`config.mk`:
```
export PLATFORM = sky130hd
export DESIGN_NAME = trg_sci_frame_parser
export DESIGN_NICKNAME = d
export VERILOG_FILES = /design/src/rtl/trg_sci_pkg.sv /design/src/rtl/crc16_ccitt.sv /design/src/rtl/trg_sci_frame_parser.sv
export SDC_FILE = /design/constraint.sdc
export NUM_CORES = 1
export LEC_CHECK = 0
export ABC_AREA = 1
export BUFFER_PORTS_ARGS = -buffer_cell sky130_fd_sc_hd__clkbuf_2
export CAP_MARGIN = 0
export CORE_UTILIZATION = 36
export DETAILED_ROUTE_END_ITERATION = 10
export HOLD_SLACK_MARGIN = 0.05
export PLACE_DENSITY = 0.66
export SYNTH_ARGS = -nofsm -noshare
export SYNTH_HDL_FRONTEND = slang
export SYNTH_SLANG_ARGS = --single-unit
```
`constraint.sdc`:
```
create_clock -name clk_in -period 2.15 [get_ports clk_in]
set_input_delay 0.43 -clock clk_in [delete_from_list [all_inputs] [get_ports clk_in]]
set_output_delay 0.43 -clock clk_in [all_outputs]
set_load 0.02 [all_outputs]
```
`src/rtl/trg_sci_pkg.sv`:
```
// Shared definitions for the trigger science-data frame: sync word, length, byte offsets,
// decoded field bundle and parser states.
package trg_sci_pkg;

  localparam logic [15:0] SYNC_WORD = 16'hEB90;
  localparam int unsigned FRAME_LEN = 32;

  localparam logic [4:0] OFS_SYNC      = 5'd0;
  localparam logic [4:0] OFS_FRAME_CNT = 5'd2;
  localparam logic [4:0] OFS_LENGTH    = 5'd4;
  localparam logic [4:0] OFS_TIME_CODE = 5'd6;
  localparam logic [4:0] OFS_TAG       = 5'd12;
  localparam logic [4:0] OFS_MOD_TYPE  = 5'd13;
  localparam logic [4:0] OFS_PAD0      = 5'd14;
  localparam logic [4:0] OFS_OE        = 5'd15;
  localparam logic [4:0] OFS_HIT       = 5'd16;
  localparam logic [4:0] OFS_PAD1      = 5'd18;
  localparam logic [4:0] OFS_TRG_LOGIC = 5'd19;
  localparam logic [4:0] OFS_EFF_CNT   = 5'd20;
  localparam logic [4:0] OFS_BUSY      = 5'd22;
  localparam logic [4:0] OFS_COINCID   = 5'd25;
  localparam logic [4:0] OFS_RSVD      = 5'd26;
  localparam logic [4:0] OFS_CRC       = 5'd28;
  localparam logic [4:0] OFS_SUM       = 5'd30;
  localparam logic [4:0] OFS_LAST      = 5'd31;

  localparam logic [4:0] CRC_FIRST = 5'd12;
  localparam logic [4:0] CRC_LAST  = 5'd27;

  typedef enum logic [1:0] {StHunt, StSync1, StBody, StCheck} parser_state_e;

  typedef struct packed {
    logic [15:0] frame_cnt;
    logic [47:0] time_code;
    logic [7:0]  oe;
    logic [15:0] hit;
    logic [7:0]  trg_logic;
    logic [15:0] eff_trg_cnt;
    logic [23:0] busy_time;
    logic [5:0]  coincid_div;
  } sci_fields_t;

endpackage

```
`src/rtl/crc16_ccitt.sv`:
```
// CRC-16/CCITT (poly 0x1021, init 0xFFFF), one 16-bit word per enabled cycle, MSB first.
module crc16_ccitt (
  input  logic        clk,
  input  logic        rst,
  input  logic        crc_en,
  input  logic [15:0] data_in,
  output logic [15:0] crc_out
);

  logic [15:0] crc_q, crc_d;

  always_comb begin
    crc_d = crc_q;
    for (int i = 15; i >= 0; i--) begin
      if (crc_d[15] ^ data_in[i]) crc_d = {crc_d[14:0], 1'b0} ^ 16'h1021;
      else                        crc_d = {crc_d[14:0], 1'b0};
    end
  end

  always_ff @(posedge clk) begin
    if (rst)         crc_q <= 16'hFFFF;
    else if (crc_en) crc_q <= crc_d;
  end

  assign crc_out = crc_q;

endmodule

```
`src/rtl/trg_sci_frame_parser.sv`:
```
// FIFO-draining parser for the 32-byte trigger science frame; CRC checking is present only
// when TRG_SCI_PARSER_CRC_EN is defined, otherwise pass/fail rests on the 16-bit sum.
module trg_sci_frame_parser #(
  parameter int unsigned FRAME_LEN = trg_sci_pkg::FRAME_LEN,
  parameter logic [15:0] SYNC_WORD = trg_sci_pkg::SYNC_WORD
) (
  input  logic        clk_in,
  input  logic        rst_in,
  input  logic        parse_enb_in,
  input  logic        fifo_empty_in,
  input  logic [7:0]  fifo_data_in,
  output logic        fifo_rd_out,
  output logic        frame_valid_out,
  output logic [15:0] frame_cnt_out,
  output logic [47:0] time_code_out,
  output logic [7:0]  logic_grp_oe_out,
  output logic [15:0] hit_sig_stus_out,
  output logic [7:0]  trg_logic_out,
  output logic [15:0] eff_trg_cnt_out,
  output logic [23:0] busy_time_out,
  output logic [5:0]  coincid_div_out,
  output logic        crc_err_out,
  output logic        sum_err_out,
  output logic        len_err_out,
  output logic        sync_err_out,
  output logic [15:0] good_frame_cnt_out,
  output logic [15:0] err_frame_cnt_out,
  output logic [15:0] lost_frame_cnt_out
);
  import trg_sci_pkg::*;

  parser_state_e state_q;
  logic [4:0]    idx_q;      // index of the next byte to arrive while in StBody
  logic          rd_pend_q;  // a read was issued last cycle; its byte is on fifo_data_in
  logic [7:0]    hi_q;
  logic [15:0]   sum_q;
  logic          have_prev_q;
  sci_fields_t   shadow_q, fields_q;
  logic [15:0]   word;
  logic          in_body, last_req, sum_ok, crc_ok;

  assign word     = {hi_q, fifo_data_in};
  assign in_body  = rd_pend_q && (state_q == StBody);
  assign last_req = (state_q == StBody) && rd_pend_q && (idx_q == OFS_LAST);
  assign sum_ok   = (sum_q == word);

  assign fifo_rd_out = ~rst_in & parse_enb_in & ~fifo_empty_in & (state_q != StCheck) & ~last_req;

`ifdef TRG_SCI_PARSER_CRC_EN
  logic [15:0] crc_calc, rx_crc_q;
  logic        crc_en, crc_rst;

  assign crc_rst = rst_in | (state_q == StHunt);
  assign crc_en  = in_body && idx_q[0] && (idx_q > CRC_FIRST) && (idx_q <= CRC_LAST);

  crc16_ccitt u_crc (
    .clk     (clk_in),
    .rst     (crc_rst),
    .crc_en  (crc_en),
    .data_in (word),
    .crc_out (crc_calc)
  );

  always_ff @(posedge clk_in) begin
    if (rst_in)                                     rx_crc_q <= '0;
    else if (in_body && idx_q == OFS_CRC + 5'd1) rx_crc_q <= word;
  end

  assign crc_ok = (crc_calc == rx_crc_q);
`else
  assign crc_ok = 1'b1;
`endif

  always_ff @(posedge clk_in) begin
    if (rst_in) begin
      state_q            <= StHunt;
      idx_q              <= '0;
      rd_pend_q          <= 1'b0;
      hi_q               <= '0;
      sum_q              <= '0;
      have_prev_q        <= 1'b0;
      shadow_q           <= '0;
      fields_q           <= '0;
      frame_valid_out    <= 1'b0;
      crc_err_out        <= 1'b0;
      sum_err_out        <= 1'b0;
      len_err_out        <= 1'b0;
      sync_err_out       <= 1'b0;
      good_frame_cnt_out <= '0;
      err_frame_cnt_out  <= '0;
      lost_frame_cnt_out <= '0;
    end else begin
      frame_valid_out <= 1'b0;
      crc_err_out     <= 1'b0;
      sum_err_out     <= 1'b0;
      len_err_out     <= 1'b0;
      sync_err_out    <= 1'b0;
      rd_pend_q       <= fifo_rd_out;
      unique case (state_q)
        StHunt: begin
          if (rd_pend_q && fifo_data_in == SYNC_WORD[15:8]) state_q <= StSync1;
        end
        StSync1: begin
          if (rd_pend_q) begin
            if (fifo_data_in == SYNC_WORD[7:0]) begin
              state_q <= StBody;
              idx_q   <= OFS_FRAME_CNT;
              sum_q   <= SYNC_WORD;
            end else if (fifo_data_in != SYNC_WORD[15:8]) begin
              sync_err_out <= 1'b1;
              state_q      <= StHunt;
            end
          end
        end
        StBody: begin
          if (rd_pend_q) begin
            hi_q  <= fifo_data_in;
            idx_q <= idx_q + 5'd1;
            if (idx_q[0] && idx_q <= OFS_CRC + 5'd1) sum_q <= sum_q + word;
            if (idx_q >= OFS_TIME_CODE && idx_q < OFS_TAG)
              shadow_q.time_code <= {shadow_q.time_code[39:0], fifo_data_in};
            if (idx_q >= OFS_BUSY && idx_q < OFS_COINCID)
              shadow_q.busy_time <= {shadow_q.busy_time[15:0], fifo_data_in};
            case (idx_q)
              OFS_FRAME_CNT + 5'd1: shadow_q.frame_cnt   <= word;
              OFS_OE:               shadow_q.oe          <= fifo_data_in;
              OFS_HIT + 5'd1:       shadow_q.hit         <= word;
              OFS_TRG_LOGIC:        shadow_q.trg_logic   <= fifo_data_in;
              OFS_EFF_CNT + 5'd1:   shadow_q.eff_trg_cnt <= word;
              OFS_COINCID:          shadow_q.coincid_div <= fifo_data_in[5:0];
              default: ;
            endcase
            if (idx_q == OFS_LENGTH + 5'd1 && word != 16'(FRAME_LEN)) begin
              len_err_out       <= 1'b1;
              err_frame_cnt_out <= err_frame_cnt_out + 16'd1;
              state_q           <= StHunt;
            end
            if (idx_q == OFS_LAST) begin
              state_q <= StCheck;
              if (sum_ok && crc_ok) begin
                frame_valid_out    <= 1'b1;
                fields_q           <= shadow_q;
                good_frame_cnt_out <= good_frame_cnt_out + 16'd1;
                have_prev_q        <= 1'b1;
                // fields_q still holds the previous good frame's counter here
                if (have_prev_q && shadow_q.frame_cnt != fields_q.frame_cnt + 16'd1 &&
                    lost_frame_cnt_out != 16'hFFFF)
                  lost_frame_cnt_out <= lost_frame_cnt_out + 16'd1;
              end else begin
                crc_err_out       <= ~crc_ok;
                sum_err_out       <= ~sum_ok;
                err_frame_cnt_out <= err_frame_cnt_out + 16'd1;
              end
            end
          end
        end
        StCheck: state_q <= StHunt;
        default: state_q <= StHunt;
      endcase
    end
  end

  assign frame_cnt_out    = fields_q.frame_cnt;
  assign time_code_out    = fields_q.time_code;
  assign logic_grp_oe_out = fields_q.oe;
  assign hit_sig_stus_out = fields_q.hit;
  assign trg_logic_out    = fields_q.trg_logic;
  assign eff_trg_cnt_out  = fields_q.eff_trg_cnt;
  assign busy_time_out    = fields_q.busy_time;
  assign coincid_div_out  = fields_q.coincid_div;

endmodule

```
Word level (Yosys, flattened, before mapping). Cells that the tools add are included.

Add/subtract/negate cells: 6. Order comparisons: 5. Equality and inequality tests: 26. Muxes and demuxes: 23. Bitwise gates (word level): 12. Reduce and logical (&&, ||, !) cells: 29.

Operators by type and width (count): $mux W16 (7); $add A16 B1 Y16 const B (4); $pmux W16 S2 (1); $eq A5 B5 Y1 const B (5); $reduce_and A3 Y1 (8); $add A16 B16 Y16 (1); $eq A16 B16 Y1 (1); $eq A8 B8 Y1 const B (2); $ne A16 B16 Y1 (1); $ne A16 B16 Y1 const B (1); $ne A16 B6 Y1 const B (1); $mux W5 (3); $reduce_and A5 Y1 (3); $mux W2 (7); $ne A2 B2 Y1 const B (5); $pmux W5 S2 (1); $logic_and A1 B1 Y1 (9); $ne A8 B8 Y1 const B (1); $not A1 Y1 (8); $pmux W2 S4 (1); $reduce_and A4 Y1 (2); $reduce_or A4 Y1 (2); $add A5 B1 Y5 const B (1); $eq A5 B2 Y1 const B (1); other kinds (19) (25).

Flip-flop bits (word level): 369. Input bits: 12. Output and inout port bits: 196. Logic and storage cells: 130.

Depth between registers and ports, before layout. Gate-level depths: netlist of run 1.

Depth in word-level cells: 6. Mapped depth: 16. Gate-level depth less buffers: 15.

Worst setup path before layout of run 1. OpenSTA, ideal clock, no wires.

Path type: input to register. Start point: input port fifo_data_in[2]. End point: register good_frame_cnt_out[15]. Setup time: 0.118 ns. Arrival: 2.004 ns. Data required time: 2.032 ns. Slack: 0.029 ns. Stages: 11. Buffers on the path: 0. Cells stage by stage: ha_1 > nor2_1 > nand2_1 > nor2_1 > nand3_2 > nor2_4 > nand4_2 > nor2_2 > nand4_1 > o21ai_1 > a21oi_1.

Word-level cells in the longest chain between the ends: 2.

RTL lines: from (decl) (line trg_sci_frame_parser.sv:11) `input logic [7:0] fifo_data_in,`; $eq A16 B16 Y1 (line trg_sci_frame_parser.sv:45) `assign sum_ok = (sum_q == word);`; $reduce_and A4 Y1 (no source line); to (signal assigned) (line trg_sci_frame_parser.sv:143) `good_frame_cnt_out <= good_frame_cnt_out + 16'd1;`; to (decl) (line trg_sci_frame_parser.sv:26) `output logic [15:0] good_frame_cnt_out,`.

No other way between the ends. A chain may end at the register's enable or synchronous reset.

Worst setup path after layout of run 1.
Start point: register idx_q[0]. End point: output port fifo_rd_out.

Word-level cells in the longest chain between the ends: 4.

RTL lines: from (decl) (line trg_sci_frame_parser.sv:33) `logic [4:0] idx_q;`; from (signal assigned) (line trg_sci_frame_parser.sv:118) `idx_q <= idx_q + 5'd1;`; $eq A5 B5 Y1 (line trg_sci_frame_parser.sv:44) `assign last_req = (state_q == StBody) && rd_pend_q && (idx_q == OFS_LAST);`; $logic_and A1 B1 Y1 (line trg_sci_frame_parser.sv:44); $not A1 Y1 (line trg_sci_frame_parser.sv:47) `assign fifo_rd_out = ~rst_in & parse_enb_in & ~fifo_empty_in & (state_q != StCheck) & ~last_req;`; $and A1 B1 Y1 (line trg_sci_frame_parser.sv:47); to (decl) (line trg_sci_frame_parser.sv:12) `output logic fifo_rd_out,`.

No other way between the ends.

==> impl_results.md, run 1 <==
* Routed wl met2 at 22,800 µm
* Initial core utilization at 36.6%
* Final Instance Area at 20,900 µm²
* Clock Tree Buf Depth at 3
* Final hold vios at 0
* First-pass GRT wire length at 70,700 µm
* Synthesized cell area at 15,400 µm²
* Met3 WL at 2780 µm
* Vias in the first global route at about 14,000
* Crit path required time at 1.72 ns
* DP Area at 17,600 µm²
* Area Growth Syn to Fin at 35.4%
* Clk sinks at 369
* Final ANT Viol Nets at 0
* GRT Overall Usage at about 20%
* Maxcap violations at 0
* Critical Path Fanout Max at 2
* Worst Setup End Kind: output pin
* Die width at 209 µm
* Skew-Pair Late Insertion Delay at just under 0.6 ns
* Top-count cell post-synth: nor2_1
* Leakage at ~0.009 µW
* Die height at 209 µm
* Gr ovfl total at 0
* Slew @ Worst Pin at 0.727 ns
* Fin worst setup slack at -0.178 ns
* Met1 Routed Length at 20,800 µm
* Failing checks: setup timing
* Fmax at 430 MHz
* DP HPWL at a little under 30,000 µm
* Clk_skew at 0.0461 ns
* # diodes at 0
* Initial antenna violation count at 0
* CTS tree: done
* Hold slack final at 0.254 ns
* Worst setup path class: reg -> out
* Initial DRC count at ~940
* Ys flop type: dfxtp_1
* Slew Limit Headroom at 51.2%
* Final period utilization at 108%
* Worst min path class: in -> reg
* Via density per instance at a little over 5
* Final net count at 2,429
* Mapped Nets at around 2,100
* Pwr dens at 688 nW/µm²
* DRT Pass-1 Iters at 6
* Wire length per cell at approximately 16 µm
* H-Tree Depth at 2
* Port bufs at 206
* Ys async rst share at 0%
* Root buffer cell: clkbuf_16
* RSZ-0062 raised after global routing: true
* Maximum vdd drop at 0.485 mV
* Via count at 15,000
* Fillers at 4,037
* CP arrival at 1.90 ns
* Status: finished with violations
* Yosys cell types at 54
* Max Slew Vio Count at 0
* Die area at 43,600 µm²
* Largest net degree at the start of global routing at 183
* Ports at approximately 210
* Clock transition at path regs at 0.06 ns
* Core area at 42,000 µm²
* CP Launch Type: flop
* Synth area leaders: dfxtp_1 48%, o21ai_0 10%, nor2_1 10%
* #FFs+latches synth at ~370
* Fin crit period at between 2 and 2.5 ns
* TritonCTS Buffers at 42
* Avg Cell Area, Syn at 7.43 µm²
* WL final at ~48,000 µm
* Cells after synthesis at 2,073
* Sequential fraction of the synthesis area at 48.0%
* Cell taking the most area after synthesis: dfxtp_1
* Endpoints failing setup at 73
* GPL Wtd Cong at 0.899
* Layout cells sized above 1 at approximately 27%
* Highest metal used: met4
* YS warnings at 0
* # DRC at 0
* Storage cell area at ~7400 µm²
* Commonest cells post-synth: 426 x nor2_1, 369 x dfxtp_1, 320 x o21ai_0, 231 x nand2_1, 179 x a21oi_1
* Yosys top cell area share at between 40 and 50%
* Area occupied by multi-input gates at 7560 µm²
* Post-synth EDFFs at 0
* Standard-cell row count at 75
==> registers in the layout (all words and copies together), names as in the netlist, 2 cells and up <==
name,cells
shadow_q,142
time_code_out,48
busy_time_out,24
eff_trg_cnt_out,16
err_frame_cnt_out,16
frame_cnt_out,16
good_frame_cnt_out,16
hit_sig_stus_out,16
lost_frame_cnt_out,16
sum_q,16
hi_q,8
logic_grp_oe_out,8
trg_logic_out,8
coincid_div_out,6
idx_q,5
state_q,2
==> area by class of cell <==
type,count,area share (%)
multi-input combinational,1405,36.3
sequential,369,35.5
timing repair buffer,385,14.9
clock buffer,59,5.73
inverter,189,3.51
tap,539,3.23
clock inverter,12,0.882
==> cells in the final DEF, fill, tap and decap left out, types with 11 or more instances in the layout <==
cell / n
a21oi_2: 24
o21ai_1: 74
inv_1: 168
nor3_1: 20
o21ai_0: 217
nand4_1: 45
o21ai_2: 32
nor2_4: 15
buf_4: 113
nor2_1: 369
clkbuf_2: 205
nand2_1: 225
dfxtp_1: 355
a21oi_1: 154
inv_2: 11
nand3_1: 45
clkbuf_16: 60
buf_6: 21
nor2_2: 56
buf_12: 18
dfxtp_2: 13
ha_1: 15
==> routing by layer <==
metal | global-route usage, % | vias to the layer above
met5 | 0 | -
met4 | 6.69 | 0
met3 | 3.64 | 79
met2 | 33.3 | 404
met1 | 25.8 | 7035
li1 | - | 7474
==> cell families (layout without fill, tap and decap cells) <==
| kind of cell | after synthesis | in the layout | synth area share, % |
|---|---|---|---|
| fa+ha+maj | 25 | 25 | 2.08 |
| buf+inv | 299 | 645 | 7.75 |
| simple gates | 832 | 832 | 23.4 |
| flops | 369 | 369 | 48.0 |
| compound gates | 528 | 528 | 17.7 |
| xor+xnor | 19 | 19 | 1.08 |
| other cells | 1 | 1 | 0.0244 |
==> power by group <==
group,switching [µW],internal [µW],total [µW]
clock,2970,4150,7120
sequential,1.34,6840,6840
combinational,257,117,374
==> repair_timing <==
action,4_1_cts,5_1_grt
endpoints found under the setup margin,184,233
pin swaps,20,120
gates cloned,3,24
hold buffers,0,0
setup buffers,16,18
resized for setup,69,302
==> worst max-delay path: stages, from the launching register on <==
cell	delay [ns]
dfxtp_2	0.35
ha_4	0.15
inv_4	0.04
nor2_4	0.11
ha_4	0.17
inv_4	0.05
nor2_8	0.08
inv_2	0.04
buf_6	0.11
nand2_4	0.07
inv_4	0.03
buf_8	0.12
==> metrics by stage <==
step | instances | setup WS, ns | util [%] | power, µW | TNS (ns)
2_1_floorplan | 2073 | 0.0286 | - | 7200 | 0
3_3_place_gp | 2829 | -0.371 | 41.9 | 7330 | -49.81
3_5_place_dp | 2829 | -0.447 | 41.9 | 7340 | -58.66
4_1_cts | 2917 | -0.220 | 46.3 | 14500 | -0.220
5_1_grt | 2958 | -0.308 | 49.6 | 14800 | -14.97
6_report | 2958 | -0.178 | 49.6 | 14300 | -3.89
==> final timing paths <==
kind                            cells past startpoint  slack [ns]                                  end                      start
worst min register to register                      2        0.45       busy_time_out[17]$_SDFFE_PP0P_  shadow_q[23]$_SDFFE_PP0P_
worst max-delay path                               11       -0.18                          fifo_rd_out      idx_q[0]$_SDFFE_PP0P_
worst max register to register                     18       -0.14  lost_frame_cnt_out[14]$_SDFFE_PP0P_      idx_q[0]$_SDFFE_PP0P_
worst min-delay path                                5        0.25                 rd_pend_q$_SDFF_PP0_              fifo_empty_in
Note: power is estimated with default switching activity, not from simulation.
==> run 2: changes to the inputs <==
--- a/config.mk
+++ b/config.mk
@@ -8,10 +8,13 @@
 export ABC_AREA = 1
 export BUFFER_PORTS_ARGS = -buffer_cell sky130_fd_sc_hd__clkbuf_2
 export CAP_MARGIN = 0
+export CELL_PAD_IN_SITES_DETAIL_PLACEMENT = 1
+export CELL_PAD_IN_SITES_GLOBAL_PLACEMENT = 1
 export CORE_UTILIZATION = 36
 export DETAILED_ROUTE_END_ITERATION = 10
 export HOLD_SLACK_MARGIN = 0.05
-export PLACE_DENSITY = 0.66
+export PLACE_DENSITY = 0.83
+export SKIP_LAST_GASP = 1
 export SYNTH_ARGS = -nofsm -noshare
 export SYNTH_HDL_FRONTEND = slang
 export SYNTH_SLANG_ARGS = --single-unit
==> run 2 against run 1 <==
  * Critical path depth stayed put
  * The run still ends with setup timing left
  * Utilization is 1.3 points higher
  * Critical path type unchanged
  * Clock power is 3% higher
  * Via count is 7.4% higher
  * Critical endpoint unchanged
  * Largest cell class unchanged
==> impl_results.md, run 2 (synthesized netlist as in run 1, its figures left out) <==
* First-pass GRT wire length at 88,100 µm (+25%)
* Max Slew Vio Count at 0 (unchanged)
* Skew-Pair Late Insertion Delay at 0.60 ns (about the same)
* Commonest cells after routing, fill and taps aside: 360 x nor2_1, 348 x dfxtp_1, 217 x nand2_1
* Vias in the first global route at 16,500 (+21%)
* TritonCTS Buffers at 42 (unchanged)
* Initial DRC count at 859 (-8.7%)
* # DRC at 0 (unchanged)
* Via count at 16,100 (+7.4%)
* Top reg by flops: shadow_q
* Die width at 209 µm (unchanged)
* Endpoints failing setup at 163 (+120%)
* Clk_skew at 0.0391 ns (-0.00697 ns)
* Gr ovfl total at 0 (unchanged)
* Clock Tree Buf Depth at 3 (unchanged)
* Ports at 208 (unchanged)
* Largest net degree at the start of global routing at 174 (-4.9%)
* Critical Path Fanout Max at 2 (unchanged)
* Fmax at 414 MHz (-3.6%)
* Final hold vios at 0 (unchanged)
* Total power at 14,600 µW (+1.6%)
* Clock transition at path regs at 0.06 ns (about the same)
* Maximum vdd drop at 0.631 mV (+30%)
* Port bufs at 206 (unchanged)
* Final Instance Area at 21,400 µm² (+2.6%)
* DP Area at 17,800 µm² (+1.2%)
* CP Launch Type: flop
* Layout cells sized above 1 at 30.4% (+2.9 points)
* Maxcap violations at 0 (unchanged)
* Via density per instance at 5.39 (+6.4%)
* Leakage at 0.00900 µW (+2.3%)
* Clk sinks at 369 (unchanged)
* Standard-cell row count at 75 (unchanged)
* Pwr dens at 681 nW/µm² (-0.94%)
* Wire length per cell at 20.7 µm (+28%)
* Max reg flops at 142 (unchanged)
* Area Growth Syn to Fin at 38.9%
* Status: finished with violations
* Failing checks: setup timing
* CTS tree: done
* GPL Wtd Cong at 0.859 (-4.4%)
* DP Cell Count at 2,843 (+0.49%)
* Most common cell after layout, fill and taps aside: nor2_1
* Worst Setup End Kind: output pin
* Worst setup path class: reg -> out
* Core area at 42,000 µm² (unchanged)
* DRT Pass-1 Iters at 5 (-1)
* Crit path required time at 1.72 ns (about the same)
* Initial core utilization at 36.6% (unchanged)
* Dpl ws at -0.380 ns (+0.0665 ns)
* # diodes at 0 (unchanged)
* Slew Limit Headroom at 38.7% (-12 points)
* Final ANT Viol Nets at 0 (unchanged)
* Root buffer cell: clkbuf_16
* GRT Overall Usage at 25.3% (+5.3 points)
* Final period utilization at 112% (+4.0 points)
* DP HPWL at 35,200 µm (+19%)
* RSZ-0062 raised after global routing: true
* Worst min path class: in -> reg
* Post-Layout Cell Count at 2,987 (+0.98%)
* Die height at 209 µm (unchanged)
* Hold slack final at 0.147 ns (-0.107 ns)
* WL final at 61,800 µm (+30%)
* Final net count at 2,457 (+1.2%)
* Die area at 43,600 µm² (unchanged)
* CP arrival at 1.98 ns (+0.08 ns)
* H-Tree Depth at 2 (unchanged)
* Fin worst setup slack at -0.265 ns (-0.0867 ns)
* Fin crit period at 2.41 ns (+0.0867 ns)
* Slew @ Worst Pin at 0.910 ns (+0.184 ns)
* Initial antenna violation count at 0 (unchanged)
[run 2: worst max-delay path, cell delays in order, from the launching register on]
cell     delay (ns)
dfxtp_2        0.36
ha_4           0.16
inv_4          0.04
nor2_4         0.14
ha_4           0.19
inv_4          0.06
nor2_8         0.09
inv_4          0.04
buf_6          0.11
nand2_4        0.06
inv_2          0.04
buf_8          0.12
[run 2: final cells by class]
| type | count | area, µm² |
|---|---|---|
| clock buffers | 63 | 1230 |
| clock inverters | 9 | 149 |
| fillers | 5037 | 20700 |
| inverters | 189 | 729 |
| multi-input cells | 1405 | 7840 |
| flip-flops and latches | 369 | 7430 |
| well taps | 539 | 674 |
| repair buffers | 413 | 3340 |
[run 2: timing repair]
| action | in CTS | in global routing |
|---|---|---|
| gates cloned | 13 | 12 |
| endpoints found under the setup margin | 193 | 220 |
| hold buffers | 0 | 0 |
| pin swaps | 50 | 126 |
| setup buffers | 34 | 25 |
| resized for setup | 133 | 319 |
[run 2: report_power, final]
part | switching [µW] | leakage [µW] | internal, µW
Sequential | 1.27 | 0.00298 | 6830
Combinational | 293 | 0.00535 | 129
Clock | 3100 | 0.000672 | 4220
Total | 3390 | 0.00900 | 11200
[run 2: metrics by stage]
step           setup TNS, ns  utilization (%)
3_5_place_dp          -48.45             42.4
4_1_cts                -2.89             48.4
2_1_floorplan              0                -
5_1_grt               -28.28             50.9
6_report              -17.47             50.9
3_3_place_gp          -37.12             42.4
[run 2: final timing paths]
kind / startpoint / to / cells after the start / slack (ns)
max reg2reg: sum_q[9]$_SDFFE_PP0P_ / good_frame_cnt_out[14]$_SDFFE_PP0P_ / 13 / -0.24
min reg2reg: shadow_q[74]$_SDFFE_PP0P_ / logic_grp_oe_out[4]$_SDFFE_PP0P_ / 2 / 0.46
max: idx_q[0]$_SDFFE_PP0P_ / fifo_rd_out / 11 / -0.26
min: fifo_empty_in / rd_pend_q$_SDFF_PP0_ / 4 / 0.15
[run 2: per-layer routing]
| layer | part of all wire (%) | GRT usage (%) | wire, µm |
|---|---|---|---|
| met4 | 4.9 | 12.0 | 3030 |
| met5 | 0 | 0 | 0 |
| met2 | 51 | 45.6 | 31600 |
| met1 | 39 | 28.6 | 24200 |
| met3 | 4.7 | 4.57 | 2920 |
==> run 3: changes to the inputs <==
--- a/config.mk
+++ b/config.mk
@@ -7,13 +7,13 @@
 export LEC_CHECK = 0
 export ABC_AREA = 1
 export BUFFER_PORTS_ARGS = -buffer_cell sky130_fd_sc_hd__clkbuf_2
-export CAP_MARGIN = 0
+export CAP_MARGIN = 20
 export CELL_PAD_IN_SITES_DETAIL_PLACEMENT = 1
 export CELL_PAD_IN_SITES_GLOBAL_PLACEMENT = 1
-export CORE_UTILIZATION = 36
+export CORE_UTILIZATION = 35
 export DETAILED_ROUTE_END_ITERATION = 10
 export HOLD_SLACK_MARGIN = 0.05
-export PLACE_DENSITY = 0.83
+export PLACE_DENSITY = 0.81
 export SKIP_LAST_GASP = 1
 export SYNTH_ARGS = -nofsm -noshare
 export SYNTH_HDL_FRONTEND = slang
==> run 3 against run 2 <==
  * The flow still finishes with violations (setup timing)
  * Largest cell class unchanged
  * Sequential cell count stayed put
  * Critical path depth stayed put
  * Via count is 0.15% higher
  * Utilization is 0.52 points lower
==> impl_results.md, run 3 (synthesized netlist as in run 1, its figures left out) <==
* Gr ovfl total at 0 (unchanged)
* Initial DRC count at 875 (+1.9%)
* Status: finished with violations
* Die height at 212 µm (+1.4%)
* Fin crit period at 2.39 ns (-0.0238 ns)
* Worst setup path class: reg -> out
* Setup Total Neg Slack at -13.71 ns (+3.76 ns)
* # diodes at 0 (unchanged)
* Final period utilization at 111% (-1.1 points)
* Largest net degree at the start of global routing at 138 (-21%)
* Initial core utilization at 35.6% (-1.0 points)
* Clock Tree Buf Depth at 3 (unchanged)
* Commonest cells after routing, fill and taps aside: 393 x nor2_1, 348 x dfxtp_1, 223 x nand2_1
* Hold path start: fifo_empty_in
* CTS tree: done
* Dpl ws at -0.400 ns (-0.0192 ns)
* CP delay by family, top: buffers and inverters
* Area Growth Syn to Fin at 41.5%
* Cell Chain, Critical Path: ha_4, inv_4, nor2_4, ha_4, inv_4, nor2_8, inv_4, buf_6, nand2_4, inv_2, clkbuf_8
* Final hold vios at 0 (unchanged)
* Standard-cell row count at 76 (+1.3%)
* Top reg by flops: shadow_q
* Fin worst setup slack at -0.241 ns (+0.0238 ns)
* Worst Setup SP: idx_q[1]$_SDFFE_PP0P_
* Worst min path class: in -> reg
* Most common cell after layout, fill and taps aside: nor2_1
* Slew Limit Headroom at 51.1% (+12 points)
* Via count at 16,100 (+0.15%)
* Via density per instance at 5.31 (-1.4%)
* Leakage at 0.00917 µW (+1.9%)
* Maxcap violations at 0 (unchanged)
* H-Tree Depth at 2 (unchanged)
* Final Util at 50.4% (-0.52 points)
* Critical path depth at 11 (unchanged)
* WP buf/inv at 6 (unchanged)
* Critical Path Slowest Stage Cell: dfxtp_2
* Root buffer cell: clkbuf_16
* GPL Wtd Cong at 0.886 (+3.1%)
* Clk sinks at 369 (unchanged)
* Vias in the first global route at 16,000 (-3.1%)
* WL final at 61,900 µm (+0.23%)
* CP dominant cell by count: inv_4
* First-pass GRT wire length at 85,500 µm (-3.0%)
* Reg-to-reg endpoint: time_code_out[44]$_SDFFE_PP0P_
* Max stage delay on crit path at 0.35 ns (about the same)
* RSZ-0062 raised after global routing: true
* Endpoints failing setup at 130 (-20%)
* Slew @ Worst Pin at 0.734 ns (-0.177 ns)
* # DRC at 0 (unchanged)
* Port bufs at 206 (unchanged)
* Pwr dens at 694 nW/µm² (+1.9%)
* Initial antenna violation count at 0 (unchanged)
* Core area at 43,300 µm² (+2.9%)
* CP Capture Point: fifo_rd_out
* GRT Overall Usage at 24.1% (-1.1 points)
* TritonCTS Buffers at 42 (unchanged)
* Ports at 208 (unchanged)
* Final net count at 2,454 (-0.12%)
* Critical Path Fanout Max at 2 (unchanged)
* Crit path required time at 1.72 ns (about the same)
* Clk_skew at 0.0317 ns (-0.00742 ns)
* R2R setup slack at -0.24 ns (about the same)
* Die area at 44,800 µm² (+2.8%)
* Layout cells sized above 1 at 29.8% (-0.68 points)
* CP arrival at 1.96 ns (-0.02 ns)
* Max Slew Vio Count at 0 (unchanged)
* DRT Pass-1 Iters at 5 (unchanged)
* Fmax at 418 MHz (+1.0%)
* CP Launch Type: flop
* Total power at 15,100 µW (+3.8%)
* Maximum vdd drop at 0.457 mV (-28%)
* Hold_buf cts at 0 (unchanged)
* Skew-Pair Late Insertion Delay at 0.60 ns (about the same)
* Worst r2r path cells at 13 (unchanged)
* Reg-to-reg critical path startpoint: hi_q[5]$_SDFFE_PP0P_
* Worst Setup End Kind: output pin
* Final ANT Viol Nets at 0 (unchanged)
* Die width at 212 µm (+1.4%)
* Wire length per cell at 20.4 µm (-1.4%)
* Max reg flops at 142 (unchanged)
* Hold slack final at 0.148 ns (+0.000177 ns)
* DP HPWL at 34,400 µm (-2.2%)
* Failing checks: setup timing
* Clock transition at path regs at 0.06 ns (about the same)
[run 3: changes by cell type in the layout (fill, tap and decap cells not counted), moves of 7 or more]
cell       delta
o21ai_2      +37
o21ai_4       +7
buf_6         -9
o21ai_0       -7
o21ai_1      -37
clkbuf_16    +10
nor2_4       +15
nor2_2       -48
nor2_1       +33
a21oi_2      -26
buf_16        +7
a21oi_1      +29
[run 3: timing repair]
item	CTS	global route
gates cloned	10	23
buffers inserted	24	32
resized for setup	143	308
pin swaps	28	74
endpoints found under the setup margin	203	226
[run 3: cell type report]
type / instances / area [µm²]
Inverter: 189 / 737
Fill cell: 5190 / 21500
Clock buffer: 58 / 1190
Clock inverter: 19 / 310
Sequential cell: 369 / 7420
Tap cell: 585 / 732
Timing Repair Buffer: 410 / 3510
Multi-Input combinational cell: 1405 / 7880
[run 3: layer usage]
layer / global-route usage, % / part of all wire (%) / wire length, µm
met1: 27.8 / 39 / 24300
met2: 43.4 / 51 / 31800
met3: 4.08 / 4.8 / 2970
met4: 10.8 / 4.7 / 2910
met5: 0 / 0 / 0
[run 3: how the worst min path moves through the flow]
stage,end,depth (start not counted)
floorplan,busy_time_out[16]$_SDFFE_PP0P_,2
global placement,logic_grp_oe_out[3]$_SDFFE_PP0P_,2
detailed placement,shadow_q[125]$_SDFFE_PP0P_,2
CTS,rd_pend_q$_SDFF_PP0_,4
global route,rd_pend_q$_SDFF_PP0_,4
finish,rd_pend_q$_SDFF_PP0_,4
[run 3: report_power, final]
group	switching, µW	internal (µW)
clock	3180	4660
combinational	303	144
sequential	1.49	6830
[run 3: worst reg2reg max path: stages, from the launching register on]
cell       delay (ns)
dfxtp_1          0.40
ha_4             0.23
inv_2            0.06
nand3_2          0.10
nor2_1           0.16
buf_4            0.15
buf_4            0.11
nand4_4          0.12
buf_12           0.19
buf_8            0.14
buf_16           0.17
clkbuf_16        0.21
o21ai_2          0.14
nor2_1           0.09
[run 3: through the flow]
stage               std cells  area [µm²]
floorplan                2073       15400
global placement         2877       17800
detailed placement       2877       17800
CTS                      2988       20200
global route             3035       21800
finish                   3035       21800
